==> config.mk <==
export PLATFORM = sky130hd
export DESIGN_NAME = clk_div_sched
export DESIGN_NICKNAME = d
export VERILOG_FILES = /design/src/rtl/clk_div_pkg.sv /design/src/rtl/clk_div_sched.sv
export SDC_FILE = /design/constraint.sdc
export NUM_CORES = 1
export LEC_CHECK = 0
export BUFFER_PORTS_ARGS = -buffer_cell sky130_fd_sc_hd__buf_2
export CAP_MARGIN = 20
export CORE_AREA = 3 3 40 42
export CTS_BUF_LIST = sky130_fd_sc_hd__clkbuf_2
export CTS_CLUSTER_DIAMETER = 120
export DETAILED_ROUTE_END_ITERATION = 8
export DIE_AREA = 0 0 43 45
export PLACE_DENSITY = 0.64
export SETUP_SLACK_MARGIN = 0.15
export SLEW_MARGIN = 10
export SYNTH_ARGS = -nofsm -noshare
export SYNTH_HDL_FRONTEND = slang
export SYNTH_SLANG_ARGS = --single-unit
==> constraint.sdc <==
create_clock -name clk_in -period 2.4 [get_ports clk_in]
set_clock_uncertainty 0.2 [all_clocks]
set_input_delay 0.48 -clock clk_in [delete_from_list [all_inputs] [get_ports clk_in]]
set_output_delay 0.48 -clock clk_in [all_outputs]
set_load 0.005 [all_outputs]
==> src/rtl/clk_div_pkg.sv <==
// Shared definitions for the even clock divider scheduler: ratio codes,
// FSM states and the counter value that marks the common alignment edge.
package clk_div_pkg;

  localparam logic [1:0] SEL_DIV2 = 2'd0;
  localparam logic [1:0] SEL_DIV4 = 2'd1;
  localparam logic [1:0] SEL_DIV8 = 2'd2;
  localparam logic [1:0] SEL_OFF  = 2'd3;

  localparam logic [2:0] CNT_ALIGN = 3'd7;

  typedef enum logic [1:0] {
    ST_IDLE       = 2'd0,
    ST_WAIT_ALIGN = 2'd1,
    ST_DONE       = 2'd2
  } state_t;

  // Divided-clock level for a given ratio code and post-edge counter value.
  function automatic logic div_bit(input logic [1:0] sel, input logic [2:0] n);
    case (sel)
      SEL_DIV2: return n[0];
      SEL_DIV4: return n[1];
      SEL_DIV8: return n[2];
      default:  return 1'b0;
    endcase
  endfunction

endpackage

==> src/rtl/clk_div_sched.sv <==
// Divide-ratio scheduler: free-running 3-bit counter, registered divided clock,
// and a handshake FSM that defers ratio changes to the alignment edge.
module clk_div_sched
  import clk_div_pkg::*;
#(
  parameter logic [1:0] INIT_SEL = 2'd0
) (
  input  logic       clk_in,
  input  logic       rst,
  input  logic       req_valid,
  input  logic [1:0] req_sel,
  output logic       req_ready,
  output logic       busy,
  output logic       done,
  output logic [1:0] cur_sel,
  output logic       clk_out
);

  state_t     state, state_nxt;
  logic [2:0] cnt;
  logic [2:0] cnt_nxt;
  logic [1:0] cur_sel_nxt;
  logic [1:0] pend_sel, pend_sel_nxt;
  logic       clk_out_nxt;
  logic       at_align;

  assign cnt_nxt  = cnt + 3'd1;
  assign at_align = (cnt == CNT_ALIGN);

  always_comb begin
    state_nxt    = state;
    cur_sel_nxt  = cur_sel;
    pend_sel_nxt = pend_sel;
    case (state)
      ST_IDLE: begin
        if (req_valid) begin
          if (req_sel == cur_sel) begin
            state_nxt = ST_DONE;
          end else if (at_align) begin
            cur_sel_nxt = req_sel;
            state_nxt   = ST_DONE;
          end else begin
            pend_sel_nxt = req_sel;
            state_nxt    = ST_WAIT_ALIGN;
          end
        end
      end
      ST_WAIT_ALIGN: begin
        if (at_align) begin
          cur_sel_nxt = pend_sel;
          state_nxt   = ST_DONE;
        end
      end
      ST_DONE: state_nxt = ST_IDLE;
      default: state_nxt = ST_IDLE;
    endcase
  end

  // The output level uses the ratio taking effect at this same edge, so a
  // switch at the alignment edge starts straight into the new low phase.
  assign clk_out_nxt = div_bit(cur_sel_nxt, cnt_nxt);

  always_ff @(posedge clk_in or negedge rst) begin
    if (!rst) begin
      state    <= ST_IDLE;
      cnt      <= 3'd0;
      cur_sel  <= INIT_SEL;
      pend_sel <= 2'd0;
      clk_out  <= 1'b0;
    end else begin
      state    <= state_nxt;
      cnt      <= cnt_nxt;
      cur_sel  <= cur_sel_nxt;
      pend_sel <= pend_sel_nxt;
      clk_out  <= clk_out_nxt;
    end
  end

  assign req_ready = (state == ST_IDLE);
  assign busy      = (state != ST_IDLE);
  assign done      = (state == ST_DONE);

endmodule

-- Word level (Yosys, flattened, before mapping)
Cells that the tools add are included.
- input port bits: 5
- register bits after elaboration: 10
- output and inout port bits: 6
- word-level logic and storage cells: 32
- multiplexer cells: 11
- bitwise operators: 2
- eq/ne operators: 8
- reduce and logical (&&, ||, !) cells: 5
- add/subtract/negate cells: 1
- operator list (kind ; count):
    2-bit two-way mux ; 8
    2-bit one-hot mux with 2 select lines ; 2
    2-bit by 1-bit equality test with 1-bit output (second input constant) ; 2
    2-bit equality test (second input constant) ; 2
    2-bit logical NOT ; 2
    2-bit inequality test (second input constant) ; 2
    4-bit AND reduction ; 1
    3-bit by 1-bit adder with 3-bit output (second input constant) ; 1
    3-bit equality test (second input constant) ; 1
    1-bit one-hot mux with 3 select lines ; 1
    2-bit equality test ; 1
    1-bit inverter ; 2
    2-bit AND reduction ; 1
    2-bit nonzero test ; 1

-- Logic depth before layout (Yosys ltp)
Gate-level depths: netlist (run 1).
- word-level depth: 7
- depth in mapped cells: 6
- depth with buffers taken out: 6

-- Worst setup path before layout (run 1)
OpenSTA, ideal clock, no wires.
- path type: reg2reg
- start: register cnt[0]
- end: register clk_out
- arrival: 1.661 ns
- clock period less this slack: 1.982 ns
- required time: 2.078 ns
- slack: 0.418 ns
- stages on the path, launching flop included: 7
- cells stage by stage: dfrtp_1 ha_1 ha_1 and3_1 a2111oi_4 o21ai_1 a32o_1
- longest elaborated chain between the ends: 7
- elaborated cells on any way between the ends: 11
- RTL lines (item ; RTL line ; text):
    from (decl) ; clk_div_sched.sv:20 ; logic [2:0] cnt;
    from (signal assigned) ; clk_div_sched.sv:72 ; cnt <= cnt_nxt;
    3-bit equality test ; clk_div_sched.sv:28 ; assign at_align = (cnt == CNT_ALIGN);
    2-bit two-way mux ; clk_div_sched.sv:39 ; end else if (at_align) begin
    2-bit two-way mux ; clk_div_sched.sv:37 ; if (req_sel == cur_sel) begin
    2-bit two-way mux ; clk_div_sched.sv:36 ; if (req_valid) begin
    2-bit one-hot mux with 2 select lines ; clk_div_sched.sv:34 ; case (state)
    2-bit equality test (tied with other cells) ; clk_div_pkg.sv:20 ; case (sel)
    1-bit one-hot mux with 3 select lines * ; clk_div_pkg.sv:20 ;
    net clk_out_nxt ; clk_div_sched.sv:24 ; logic clk_out_nxt;
    to (signal assigned) ; clk_div_sched.sv:75 ; clk_out <= clk_out_nxt;
    to (decl) ; clk_div_sched.sv:16 ; output logic clk_out
Mark *: on every way through the listed nets, which the timed path passes. The rest lies on a longest branch.
A chain may end at the register's enable or synchronous reset.

-- Final worst setup path (run 1)
Same ends and word-level chain as after synthesis.

==> results of run 1 <==
==> cells by family (layout without fill, tap and decap cells) <==
| group | count (synthesis) | in the layout |
|---|---|---|
| and+or+nand+nor | 18 | 18 |
| adders and majority gates | 3 | 3 |
| muxes | 2 | 2 |
| AOI/OAI and AO/OA | 8 | 8 |
| DFF | 10 | 10 |
| xor gates and xnor gates | 2 | 2 |
| buffers and inverters | 7 | 20 |
==> report_power, final <==
part | switching (uW) | internal [uW] | leakage (uW)
combinational | 95.8 | 139 | 0.000186
clock | 60.2 | 36.2 | 0.0000140
sequential | 53.8 | 217 | 0.000125
==> layout make-up <==
type	count	share of cell area (%)
well taps	15	2.96
repair buffers	11	9.49
flip-flops and latches	10	39.5
inverters	5	2.96
clock inverters	1	0.593
clock buffers	3	2.37
multi-input cells	33	42.1
==> stage by stage <==
step                std cells  area, um2
global route               78        633
global placement           73        604
detailed placement         73        604
CTS                        78        633
floorplan                  50        546
finish                     78        633
==> metal layers <==
metal | GRT usage, % | vias to the layer above | part of all wire, %
met5 | 0 | - | 0
li1 | - | 208 | -
met1 | 14.4 | 189 | 46
met3 | 4.78 | 2 | 4.9
met4 | 3.61 | 0 | 1.7
met2 | 21.6 | 9 | 47
==> cells in the final DEF, fill, tap and decap left out, types with 2 or more instances in the layout <==
cell type and instances:
o311ai_1 2, and3_1 3, clkbuf_2 3, mux2_1 2, ha_1 3, nand2_1 3
xnor2_1 2, dfrtp_1 10, buf_2 10, a21oi_1 2, inv_1 5, or3b_1 2
==> final timing paths <==
check | endpoint | slack (ns) | depth (start not counted) | startpoint
setup / recovery | clk_out$_DFF_PN0_ | 0.29 | 6 | cnt[0]$_DFF_PN0_
min in group asynchronous | cnt[1]$_DFF_PN0_ | 0.39 | 2 | rst
setup reg to reg | clk_out$_DFF_PN0_ | 0.29 | 6 | cnt[0]$_DFF_PN0_
max in group asynchronous | state[1]$_DFFE_PN0P_ | 1.40 | 2 | rst
hold / removal | cnt[0]$_DFF_PN0_ | 0.28 | 1 | cnt[0]$_DFF_PN0_
hold reg to reg | cnt[0]$_DFF_PN0_ | 0.28 | 1 | cnt[0]$_DFF_PN0_
==> flip-flops by register name, summed over array words and instances, names as in the netlist <==
register / flops
clk_out: 1
cnt: 3
pend_sel: 2
state: 2
cur_sel: 2
==> key figures, run 1 <==
Placement
  • Hpwl dp: 758 um
  • I/O Buffers: 10
  • Pre-CTS setup slack: 0.304 ns
  • Routability cong.: 0.691

Final layout
  • Core Util, Final: 49.3%
  • FF+latch area: 250 um2
  • Antenna cells: 0
  • Area grow syn2layout: 16.1%
  • Layout cell share with drive strength beyond 1: 23.8%
  • Fin nets: 72
  • Fill cell count: 133
  • Area occupied by multi-input gates: 267 um2

Floorplanning
  • Die width: 43 um
  • Die H: 45 um
  • Core ar.: 1280 um2
  • Row count: 13
  • Initial Util: 42.5%
  • Boundary Pins: 11
  • Total die area: 1940 um2

Yosys
  • Top cells by area, synth: dfrtp_1 (46%), ha_1 (6.9%), a2111oi_4 (5.0%), mux2_1 (4.1%), and3_1 (3.4%)
  • Synth Area in Compound Gates: 14.0%
  • Xor-xnor portion of the synthesized cell area: 3.21%
  • Syn Area/Cell: 10.9 um2
  • Post-synthesis sequential element count: 10
  • Yosys warnings: 0
  • Yosys top cell by area: dfrtp_1
  • Synth Instances: 50
  • Syn nets: 58
  • List of most frequent post-synthesis cells: dfrtp_1 (10), inv_1 (5), and3_1 (3), ha_1 (3), nand2_1 (3)
  • Sequential share of the synthesized area: 45.9%
  • Post-synth EDFFs: 0
  • Post-Synth Adder-Cell Area: 6.88%
  • Asr flop ratio synth: 100%
  • Synth cell types: 25
  • Top-count cell post-synth: dfrtp_1
  • Main combinational cell family by area after synthesis: simple AND/OR/NAND/NOR gates
  • Cell Area, Synth: 546 um2
  • Mux contribution to synthesized area: 4.13%
  • Post-synth top area share: 45.9%
  • Ys flop type: dfrtp_1
  • Post-Synth Simple-Gate Area: 20.6%

Detailed routing
  • Drt drc: 0
  • Vias after detailed routing: 408
  • Routed len/inst: 13.2 um
  • Initial DRC count: 4
  • Vias/cell: 5.23
  • 1st-pass router iterations: 4
  • DRT Wirelength: 1030 um
  • Final ANT Viol Nets: 0

Timing
  • Fin. max-slew vios: 0
  • Min Tclk post-route: 2.11 ns
  • Setup TNS: 0 ns
  • Worst slew margin: 71.6%
  • Slack of the critical path: 0.290 ns
  • Fmax: 0.474 GHz
  • RSZ-0062 raised after global routing: false
  • Fin. Hold Viols: 0
  • Slew @ Worst Pin: 0.419 ns
  • Final period util: 87.9%
  • Final setup viols: 0
  • Min Hold Slack: 0.278 ns

Power
  • PwrDens: 951 nW/um2
  • Max VDD drop: 0.331 mV
  • Power, Total: 602 uW
  • Static leakage: 0.000325 uW

Clock tree
  • Post-CTS setup buffers: 0
  • Clk Latency, worst-skew pair: 0.26 ns
  • CTS resizes: 0
  • H-Tree Depth: 1
  • Num CTS Buffers: 3
  • Worst-path clk slew: 0.11 ns
  • Cts hold-fix bufs: 1
  • CTS tree: done
  • Root buffer cell: clkbuf_2
  • Clock Sinks: 10
  • Clock Path Buffers: 2

Critical path
  • Crit-path slowest cell: dfrtp_1
  • Crit path kind: flip-flop to flip-flop
  • CP startpoint kind: flip-flop
  • Buffer and inverter count on the worst path: 0
  • Worst EP arrival: 2.07 ns
  • Crit. End Element: flip-flop
  • CP Max Fanout: 6
  • Delay-heaviest family, CP: compound AO/OA/AOI/OAI gates
  • CP dominant cell by count: ha_1
  • Worst stage delay on the critical path: 0.42 ns
  • Required time of the critical path: 2.36 ns
  • CP cell instances: ha_1, ha_1, and3_1, a2111oi_4, o21ai_1, a32o_1

Global routing
  • GR Util All Layers: 12.5%
  • First-pass GRT wire length: 1770 um
  • Largest net degree at the start of global routing: 12
  • Initial antenna violation count: 0
  • Gr ovfl total: 0
  • Vias in the first global route: 420

Job
  • MaxCap Viol Count: 0

Run status
  • Status: complete, no violations

Worst hold path
  • Worst min path class: flip-flop to flip-flop
No activity file was read; power rests on OpenSTA's default activity.
==> run 2, diff against run 1 <==
--- a/config.mk
+++ b/config.mk
@@ -7,12 +7,14 @@
 export LEC_CHECK = 0
 export BUFFER_PORTS_ARGS = -buffer_cell sky130_fd_sc_hd__buf_2
 export CAP_MARGIN = 20
-export CORE_AREA = 3 3 40 42
+export CELL_PAD_IN_SITES_DETAIL_PLACEMENT = 2
+export CELL_PAD_IN_SITES_GLOBAL_PLACEMENT = 2
+export CORE_MARGIN = 3
+export CORE_UTILIZATION = 34
 export CTS_BUF_LIST = sky130_fd_sc_hd__clkbuf_2
 export CTS_CLUSTER_DIAMETER = 120
 export DETAILED_ROUTE_END_ITERATION = 8
-export DIE_AREA = 0 0 43 45
-export PLACE_DENSITY = 0.64
+export PLACE_DENSITY = 0.79
 export SETUP_SLACK_MARGIN = 0.15
 export SLEW_MARGIN = 10
 export SYNTH_ARGS = -nofsm -noshare
==> key figures, run 2 (synthesized netlist as in run 1, its figures left out) <==
Detailed routing
  • Routed len/inst: 17.4 um
  • Met2 wire len: 658 um
  • Initial DRC count: 7
  • Met3 routed WL: 75 um
  • Vias after detailed routing: 446
  • DRT Wirelength: 1340 um
  • M1 wire length: 574 um
  • 1st-pass router iterations: 4
  • Vias/cell: 5.79
  • Top Metal Used: met4
  • Drt drc: 0
  • Final ANT Viol Nets: 0

Floorplanning
  • Core ar.: 1400 um2
  • Row count: 13
  • Total die area: 2120 um2
  • Die width: 46.1 um
  • Die H: 46.1 um
  • Boundary Pins: 11
  • Initial Util: 39.0%

Placement
  • I/O Buffers: 10
  • Hpwl dp: 1040 um
  • DP Area: 604 um2
  • Routability cong.: 0.740

Timing
  • Final setup viols: 0
  • Slew @ Worst Pin: 0.414 ns
  • Fin. Hold Viols: 0
  • Final period util: 87.7%
  • Fmax: 0.475 GHz
  • Fin. max-slew vios: 0
  • Min Tclk post-route: 2.11 ns
  • Worst slew margin: 72.0%
  • Setup TNS: 0 ns
  • RSZ-0062 raised after global routing: false

Power
  • Sequential power share: 45.2%
  • Combinational fraction of design power: 39.7%
  • Static leakage: 0.000320 uW
  • Clock group share of total power: 15.1%
  • Sw power: 221 uW
  • Max VDD drop: 0.417 mV
  • PwrDens: 967 nW/um2
  • Cell Int Power: 391 uW
  • Switch share: 36.1%

Clock tree
  • Post-CTS setup buffers: 0
  • Clock Path Buffers: 2
  • Root buffer cell: clkbuf_2
  • CTS tree: done
  • Clock Sinks: 10
  • Num CTS Buffers: 3
  • Worst-path clk slew: 0.10 ns
  • H-Tree Depth: 1
  • Clk Latency, worst-skew pair: 0.26 ns

Run status
  • Status: complete, no violations

Critical path
  • Crit path kind: flip-flop to flip-flop
  • CP startpoint kind: flip-flop
  • CP cell instances: ha_1, ha_2, and3_1, a2111oi_4, o21ai_1, a32o_1
  • Worst stage delay on the critical path: 0.42 ns
  • CP Max Fanout: 6
  • Required time of the critical path: 2.36 ns
  • Crit-path slowest cell: dfrtp_1
  • Buffer and inverter count on the worst path: 0
  • Crit. End Element: flip-flop
  • Delay-heaviest family, CP: compound AO/OA/AOI/OAI gates
  • Worst EP arrival: 2.07 ns

Final layout
  • Fin nets: 72
  • Antenna cells: 0
  • Reg with most FFs: cnt
  • Most frequent cells in the layout: dfrtp_1 (10), buf_2 (10), inv_1 (5)
  • Layout cell share with drive strength beyond 1: 25.8%
  • Post-route design area: 632 um2
  • Area grow syn2layout: 15.8%
  • Max reg flops: 3

Global routing
  • GR Util All Layers: 16.0%
  • Initial antenna violation count: 0
  • First-pass GRT wire length: 2330 um
  • Largest net degree at the start of global routing: 12
  • Gr ovfl total: 0
  • Vias in the first global route: 491

Job
  • MaxCap Viol Count: 0

Worst hold path
  • Worst min path class: flip-flop to flip-flop
## run 2: layout make-up
type | count | area [um2]
sequential | 10 | 250
timing repair buffer | 11 | 60.1
multi-input combinational | 33 | 269
clock buffer | 3 | 15.0
fill | 160 | 767
inverter | 5 | 18.8
tap | 15 | 18.8
## run 2: power by group through the flow
stage          sequential (uW)  combinational, uW  clock [uW]
6_report                   276                243        92.5
5_1_grt                    284                280         105
4_1_cts                    277                247        98.9
3_5_place_dp               280                245           0
3_3_place_gp               277                235           0
2_1_floorplan              253                187           0
## run 2: metal layers
layer  vias up  GRT usage (%)
li1        205              -
met1       223           20.4
met2        15           25.0
met3         3           3.52
met4         0           8.52
met5         -              0
## run 2: final timing paths
check | startpoint | endpoint | slack, ns | cells past startpoint
hold reg to reg | cnt[0]$_DFF_PN0_ | cnt[0]$_DFF_PN0_ | 0.27 | 1
hold / removal | cnt[0]$_DFF_PN0_ | cnt[0]$_DFF_PN0_ | 0.27 | 1
min in group asynchronous | rst | cur_sel[1]$_DFF_PN0_ | 0.40 | 2
setup / recovery | cnt[0]$_DFF_PN0_ | clk_out$_DFF_PN0_ | 0.29 | 6
setup reg to reg | cnt[0]$_DFF_PN0_ | clk_out$_DFF_PN0_ | 0.29 | 6
max in group asynchronous | rst | state[0]$_DFFE_PN0P_ | 1.40 | 2
## run 2: worst register-to-register path: cells and delay by family (launching register included)
family,cells,cell delay [ns]
AO/OA/AOI/OAI,3,0.75
adder cells (fa/ha/maj),2,0.45
flip-flops,1,0.42
AND/OR/NAND/NOR,1,0.18
## run 2: per-stage QoR
stage               util [%]  hold WS, ns  setup slack (ns)  total power (uW)  cells
floorplan                  -      -0.0156             0.418               440     50
global placement        43.2        0.151             0.330               512     73
detailed placement      43.2        0.154             0.249               525     73
CTS                     45.0        0.265             0.235               623     77
global route            45.2        0.273             0.178               669     77
finish                  45.2        0.270             0.294               611     77
## run 2: timing repair
item,CTS,global route
hold endpoints to repair,10,0
setup endpoints to repair,0,1
hold buffers,1,0
resized for setup,0,1
==> run 3, diff against run 2 <==
--- a/config.mk
+++ b/config.mk
@@ -9,12 +9,13 @@
 export CAP_MARGIN = 20
 export CELL_PAD_IN_SITES_DETAIL_PLACEMENT = 2
 export CELL_PAD_IN_SITES_GLOBAL_PLACEMENT = 2
+export CORE_ASPECT_RATIO = 0.75
 export CORE_MARGIN = 3
-export CORE_UTILIZATION = 34
+export CORE_UTILIZATION = 31
 export CTS_BUF_LIST = sky130_fd_sc_hd__clkbuf_2
 export CTS_CLUSTER_DIAMETER = 120
 export DETAILED_ROUTE_END_ITERATION = 8
-export PLACE_DENSITY = 0.79
+export PLACE_DENSITY = 0.76
 export SETUP_SLACK_MARGIN = 0.15
 export SLEW_MARGIN = 10
 export SYNTH_ARGS = -nofsm -noshare
==> constraint.sdc (replaced) <==
create_clock -name clk_in -period 1.9 [get_ports clk_in]
set_clock_uncertainty 0.2 [all_clocks]
set_input_delay 0.38 -clock clk_in [delete_from_list [all_inputs] [get_ports clk_in]]
set_output_delay 0.38 -clock clk_in [all_outputs]
set_load 0.005 [all_outputs]
==> key figures, run 3 (synthesized netlist as in run 1, its figures left out) <==
Run status
  • Status: finished, violations left
  • Failing checks: negative setup slack

Timing
  • Min Tclk post-route: 1.92 ns
  • Slew @ Worst Pin: 0.315 ns
  • Final period util: 101%
  • Fin. Hold Viols: 0
  • Final setup viols: 1
  • RSZ-0062 raised after global routing: true
  • Fin. max-slew vios: 0
  • Setup TNS: -0.0154 ns
  • Slack of the critical path: -0.0154 ns
  • Fmax: 0.522 GHz
  • Worst slew margin: 79.0%

Final layout
  • Most common cell after layout, fill and taps aside: buf_2
  • Fin nets: 80
  • Antenna cells: 0
  • Area grow syn2layout: 48.9%
  • Reg with most FFs: cnt
  • Most frequent cells in the layout: buf_2 (10), dfrtp_1 (9), buf_4 (7), inv_1 (5), clkbuf_2 (3)
  • Post-route design area: 812 um2
  • Layout cell share with drive strength beyond 1: 52.1%
  • Fin cells: 92
  • Max reg flops: 3

Global routing
  • Vias in the first global route: 499
  • GR Util All Layers: 15.9%
  • First-pass GRT wire length: 2490 um
  • Gr ovfl total: 0
  • Largest net degree at the start of global routing: 11
  • Initial antenna violation count: 0

Critical path
  • CP Max Fanout: 6
  • CP startpoint kind: flip-flop
  • Required time of the critical path: 1.86 ns
  • Crit. End Element: flip-flop
  • Reg2Reg Setup Slack: -0.02 ns
  • Worst r2r src: cnt[0]$_DFF_PN0_
  • R2R cell count: 6
  • Crit path kind: flip-flop to flip-flop
  • Worst EP arrival: 1.88 ns
  • RR Endpoint: clk_out$_DFF_PN0_

Power
  • Max VDD drop: 0.626 mV
  • Static leakage: 0.000384 uW
  • PwrDens: 1150 nW/um2

Floorplanning
  • Row count: 12
  • Boundary Pins: 11
  • Core ar.: 1560 um2
  • Total die area: 2300 um2
  • Initial Util: 34.9%
  • Die H: 42.3 um
  • Die width: 54.4 um

Detailed routing
  • Vias after detailed routing: 472
  • Final ANT Viol Nets: 0
  • Routed len/inst: 18.6 um
  • Initial DRC count: 9
  • Drt drc: 0
  • 1st-pass router iterations: 2
  • Vias/cell: 5.13
  • DRT Wirelength: 1710 um

Clock tree
  • Clk Latency, worst-skew pair: 0.26 ns
  • Num CTS Buffers: 3
  • Clock Sinks: 10
  • Root buffer cell: clkbuf_2
  • H-Tree Depth: 1
  • Clock Path Buffers: 2
  • Worst-path clk slew: 0.11 ns
  • CTS tree: done

Placement
  • I/O Buffers: 10
  • Hpwl dp: 1070 um
  • Placed cell count: 81
  • Routability cong.: 0.710
  • DP Area: 649 um2

Worst hold path
  • Hold path depth: 2
  • Worst min path class: primary input to flip-flop
  • Hold endpoint: pend_sel[0]$_DFFE_PN0P_
  • HP Start: req_sel[0]

Job
  • MaxCap Viol Count: 0
[run 3: per-stage QoR]
stage / hold WS, ns / total power [uW] / util [%] / worst slack, ns
6_report: 0.201 / 938 / 52.0 / -0.0154
5_1_grt: 0.177 / 1010 / 52.0 / -0.0882
4_1_cts: 0.167 / 845 / 46.7 / -0.00592
3_5_place_dp: 0.0605 / 680 / 41.6 / -0.0319
3_3_place_gp: 0.0628 / 670 / 41.6 / -0.00230
2_1_floorplan: -0.116 / 562 / - / 0.0666
[run 3: repair_timing]
item	CTS	global route
pin swaps	3	2
resized for setup	9	6
hold endpoints to repair	10	0
endpoints found under the setup margin	7	6
cloned	0	0
hold buffers	1	0
setup buffers	1	5
[run 3: worst max-delay path by stage]
stage                          start           endpoint  depth (start not counted)
floorplan           cnt[0]$_DFF_PN0_  clk_out$_DFF_PN0_                          6
global placement    cnt[0]$_DFF_PN0_  clk_out$_DFF_PN0_                          6
detailed placement  cnt[0]$_DFF_PN0_  clk_out$_DFF_PN0_                          6
CTS                 cnt[0]$_DFF_PN0_  clk_out$_DFF_PN0_                          6
global route        cnt[0]$_DFF_PN0_  clk_out$_DFF_PN0_                          6
finish              cnt[0]$_DFF_PN0_  clk_out$_DFF_PN0_                          6
[run 3: worst max-delay path, stage by stage, from the launching register on]
cell	delay [ns]
dfrtp_1	0.42
ha_4	0.18
ha_4	0.18
or3b_4	0.39
o311ai_4	0.08
o21ai_1	0.10
a32o_1	0.27
[run 3: final cells by class]
| cell class | instances | area (um2) |
|---|---|---|
| clock buffer | 3 | 15.0 |
| tap | 21 | 26.3 |
| clock inverter | 1 | 3.75 |
| inverter | 5 | 18.8 |
| multi-input combinational | 33 | 364 |
| fill | 161 | 749 |
| sequential | 10 | 251 |
| timing repair buffer | 19 | 133 |
[run 3: where the power goes]
group	internal [uW]	switching, uW
sequential	275	88.5
combinational	264	188
clock	45.7	76.7
[run 3: metal layers]
metal	GRT usage [%]	part of all wire, %	wire length (um)
met1	21.0	46	784
met2	22.9	50	859
met3	5.34	2.5	43
met4	7.46	1.2	21
met5	0	0	0
